`config.mk`:
```
export PLATFORM = sky130hd
export DESIGN_NAME = sram_1rw_ctrl
export DESIGN_NICKNAME = d
export VERILOG_FILES = /design/src/rtl/sram_ctrl_pkg.sv /design/src/rtl/sram_rsp_fifo.sv /design/src/rtl/sram_1rw_ctrl.sv
export SDC_FILE = /design/constraint.sdc
export NUM_CORES = 1
export LEC_CHECK = 0
export CAP_MARGIN = 20
export CELL_PAD_IN_SITES_DETAIL_PLACEMENT = 1
export CELL_PAD_IN_SITES_GLOBAL_PLACEMENT = 2
export CORE_AREA = 2 2 180 138
export CTS_CLUSTER_SIZE = 25
export DETAILED_ROUTE_END_ITERATION = 8
export DIE_AREA = 0 0 182 140
export GPL_TIMING_DRIVEN = 0
export PLACE_DENSITY = 0.72
export SETUP_SLACK_MARGIN = 0.02
export SYNTH_ARGS = -nofsm -noshare
export SYNTH_HDL_FRONTEND = slang
export SYNTH_HIERARCHICAL = 1
export SYNTH_SLANG_ARGS = --single-unit
export TNS_END_PERCENT = 100
```
`constraint.sdc`:
```
create_clock -name clk -period 4.5 [get_ports clk]
set_input_delay 0.9 -clock clk [delete_from_list [all_inputs] [get_ports clk]]
set_output_delay 0.9 -clock clk [all_outputs]
set_load 0.02 [all_outputs]
```
`src/rtl/sram_ctrl_pkg.sv`:
```
// sram_ctrl_pkg: shared AW/DW/RSP_DEPTH defaults, request opcode and width helpers for the 1RW SRAM controller
package sram_ctrl_pkg;
  localparam int AW_DEF = 8;
  localparam int DW_DEF = 48;
  localparam int RSP_DEPTH_DEF = 3;
  typedef enum logic {OP_READ = 1'b0, OP_WRITE = 1'b1} op_e;
  function automatic int cnt_w(input int depth);
    return $clog2(depth + 1);
  endfunction
  function automatic int ptr_w(input int depth);
    return depth > 1 ? $clog2(depth) : 1;
  endfunction
endpackage

```
`src/rtl/sram_rsp_fifo.sv`:
```
// sram_rsp_fifo: DEPTH-entry read-response FIFO (push/push_data in, pop in, full/empty/head out), async active-high rst
module sram_rsp_fifo
  import sram_ctrl_pkg::*;
#(
  parameter int DW = DW_DEF,
  parameter int DEPTH = RSP_DEPTH_DEF
) (
  input  logic          clk,
  input  logic          rst,
  input  logic          push,
  input  logic [DW-1:0] push_data,
  input  logic          pop,
  output logic          full,
  output logic          empty,
  output logic [DW-1:0] head
);
  localparam int PW = ptr_w(DEPTH);
  localparam int CW = cnt_w(DEPTH);
  logic [DW-1:0] mem [DEPTH];
  logic [PW-1:0] wr_q, rd_q;
  logic [CW-1:0] cnt_q;
  logic do_pop;
  assign full = cnt_q == CW'(DEPTH);
  assign empty = cnt_q == '0;
  assign head = mem[rd_q];
  assign do_pop = pop && !empty;
  always_ff @(posedge clk or posedge rst) begin
    if (rst) begin
      wr_q <= '0;
      rd_q <= '0;
      cnt_q <= '0;
    end else begin
      if (push) wr_q <= wr_q == PW'(DEPTH - 1) ? '0 : wr_q + 1'b1;
      if (do_pop) rd_q <= rd_q == PW'(DEPTH - 1) ? '0 : rd_q + 1'b1;
      cnt_q <= cnt_q + CW'(push) - CW'(do_pop);
    end
  end
  always_ff @(posedge clk) begin
    if (push) mem[wr_q] <= push_data;
  end
  assert property (@(posedge clk) disable iff (rst) !(push && full));
endmodule

```
`src/rtl/sram_1rw_ctrl.sv`:
```
// sram_1rw_ctrl: credit-limited valid/ready front end for a 1RW SRAM macro (req_* in, rsp_* out, sram_* macro pins)
module sram_1rw_ctrl
  import sram_ctrl_pkg::*;
#(
  parameter int AW = AW_DEF,
  parameter int DW = DW_DEF,
  parameter int RSP_DEPTH = RSP_DEPTH_DEF
) (
  input  logic          clk,
  input  logic          rst,
  input  logic          req_valid,
  output logic          req_ready,
  input  logic          req_write,
  input  logic [AW-1:0] req_addr,
  input  logic [DW-1:0] req_wdata,
  output logic          rsp_valid,
  input  logic          rsp_ready,
  output logic [DW-1:0] rsp_rdata,
  output logic [AW-1:0] sram_a,
  output logic          sram_csb,
  output logic          sram_web,
  output logic          sram_oeb,
  output logic [DW-1:0] sram_i,
  input  logic [DW-1:0] sram_o
);
  localparam int CW = cnt_w(RSP_DEPTH);
  logic [CW-1:0] cnt_q, cnt_d;
  logic ready_q, rd_inflight_q, hs, rd_hs, pop, empty, full;
  assign hs = req_valid && ready_q;
  assign rd_hs = hs && op_e'(req_write) == OP_READ;
  assign pop = rsp_valid && rsp_ready;
  assign cnt_d = cnt_q + CW'(rd_hs) - CW'(pop);
  assign req_ready = ready_q;
  assign sram_csb = ~hs;
  assign sram_web = ~req_write;
  assign sram_a = req_addr;
  assign sram_i = req_wdata;
  assign sram_oeb = ~rd_inflight_q;
  assign rsp_valid = !empty;
  always_ff @(posedge clk or posedge rst) begin
    if (rst) begin
      cnt_q <= '0;
      ready_q <= 1'b0;
      rd_inflight_q <= 1'b0;
    end else begin
      cnt_q <= cnt_d;
      ready_q <= cnt_d < CW'(RSP_DEPTH);
      rd_inflight_q <= rd_hs;
    end
  end
  sram_rsp_fifo #(.DW(DW), .DEPTH(RSP_DEPTH)) u_fifo (
    .clk(clk),
    .rst(rst),
    .push(rd_inflight_q),
    .push_data(sram_o),
    .pop(pop),
    .full(full),
    .empty(empty),
    .head(rsp_rdata)
  );
  assert property (@(posedge clk) disable iff (rst) full |-> cnt_q == CW'(RSP_DEPTH));
endmodule

```
==> run metrics <==
Yosys warning count 6; routed wire length per instance 16.4 um; Leakage 3.28 nW; drt pass-1 iters 4; Synth Instances 404; FMAX 318 MHz; post-route ant nets 0; Sink Count 154; Final HPWL DP 10,700 um; DR vias 3,809; Root Buffer clkbuf_16; Slowest cell on crit path clkdlybuf4s50_1; PwrDens 586 mW/mm^2; CTS resizes 0; port bufs 161; Worst-Margin Slew 0.837 ns; Worst Setup Start Kind register; worst clock skew 0.0123 ns; combinational share of power 0.372; CTS Buffer Depth 2; first-pass GRT wire length 22,900 um; Post CTS Setup Buffer Count 0; # diodes 0; Setup crit end kind output pin; Die Y 140 um; layout cells sized above 1 0.180; WL final 14,800 um; Slowest Stage Delay on Critical Path 0.64 ns; Skew-Pair Late Insertion Delay 0.42 ns; Worst Path Max Fanout 10; Slew Limit Fails 0; Critical Path AT 2.24 ns; Top Ports 218; Mapped Area 0.00628 mm^2; P&R area growth vs syn 43.3%; post-synth net total 517; total core area 0.0237 mm^2; final net count 702; Fin. Hold Viols 0; synthesized area per cell 15.5 um^2; CTS Buf Count 17; max cap viols 0; # DRC 0; number of global-route vias before repair 4,123; status finished clean; largest net degree at the start of global routing 28; total power 5.27 mW; H-tree levels 4; Reg power frac 0.342; WP data required 3.60 ns; DIE WIDTH 182 um; total track usage 0.118; full die area 0.0255 mm^2; vias per inst 4.20; total grt overflow 0; RSZ-0062 raised after global routing no; row count 49; VDD IR max 256 uV; endpoints failing setup 0; CP Cell Sequence buf_4 > clkbuf_1 > nand2_1 > o21ai_1 > clkdlybuf4s50_1; Setup CP Type reg -> out; Switching Share 0.321; Hold Path Class reg -> reg; Initial Utilization 0.265; cts hold-fix bufs 0; Period minus WS final 3.14 ns; initial antenna violation count 0; cell internal pwr 3.58 mW; RD Place Congestion 0.686; clock share of power 0.286; Final period util 0.698; post-route setup TNS 0 ns; Slew Limit Headroom 0.441; clk slew on worst S/H paths 0.07 ns; CTS tree built; DRT iter0 DRCs 93; net switching power 1.69 mW
==> per-layer routing <==
layer / GRT usage / routed length, um / vias up
met5: 0 / 0 / -
met4: 0.0293 / 129 / 0
met3: 0.0387 / 1010 / 15
met2: 0.213 / 7400 / 151
met1: 0.136 / 6300 / 1867
li1: - / - / 1776
==> cells in the final DEF (no fill, tap or decap), types with 7 or more instances in the layout <==
cell             count
nand2_1             51
buf_8                7
edfxtp_1           144
dfrtp_1             10
mux2i_1             48
buf_4               60
clkdlybuf4s50_1    161
inv_1                9
clkbuf_16           17
clkbuf_1             7
o21ai_1             48
==> power by group through the flow <==
stage	clock network (mW)	registers [mW]	logic [mW]
finish	1.51	1.80	1.96
global route	1.60	1.82	2.11
CTS	1.55	1.81	2.01
detailed placement	0	1.84	2.00
global placement	0	1.84	1.95
floorplan	0	1.83	1.13
==> registers in the layout, indices dropped and copies added (netlist names) <==
signal         cells
rd_inflight_q      1
u_fifo/mem       144
u_fifo/wr_q        2
cnt_q              2
req_ready          1
u_fifo/cnt_q       2
u_fifo/rd_q        2
==> area by class of cell <==
type / count / area [um^2]
Timing Repair Buffer: 166 / 1700
Fill cell: 2425 / 14700
Tap cell: 306 / 383
Clock inverter: 13 / 193
Multi-Input combinational cell: 168 / 1120
Inverter: 9 / 33.8
Sequential cell: 154 / 4570
Clock buffer: 18 / 429
Buffer: 73 / 569
==> final timing paths <==
kind                                                 start                    endpoint  slack (ns)  cells after the start
min in group asynchronous                              rst     rd_inflight_q$_DFF_PP0_        0.70                      2
worst min register to register          cnt_q[0]$_DFF_PP0_          cnt_q[0]$_DFF_PP0_        0.51                      1
worst max-delay path            u_fifo/rd_q[1]$_DFFE_PP0P_               rsp_rdata[12]        1.36                      5
max in group asynchronous                              rst  u_fifo/rd_q[0]$_DFFE_PP0P_        3.56                      2
worst min-delay path                    cnt_q[0]$_DFF_PP0_          cnt_q[0]$_DFF_PP0_        0.51                      1
worst max register to register  u_fifo/wr_q[0]$_DFFE_PP0P_  u_fifo/mem[0][4]$_DFFE_PP_        2.61                      3
==> metrics by stage <==
step            util  setup WS [ns]  area (um^2)  std cells  hold WS (ns)
2_1_floorplan      -           1.59         6280        404         0.477
3_3_place_gp   0.350         0.0375         8280        871         0.488
3_5_place_dp   0.354           1.55         8380        876         0.495
4_1_cts        0.380           1.26         9000        907         0.510
5_1_grt        0.380           1.16         9000        907         0.516
6_report       0.380           1.36         9000        907         0.507
==> critical path, delay by kind of cell (launching register included) <==
family | cells | cell delay, ns
buf+inv | 3 | 1.24
flops | 1 | 0.33
simple gates | 1 | 0.13
compound gates | 1 | 0.13
(Power assumes the default switching activity.)
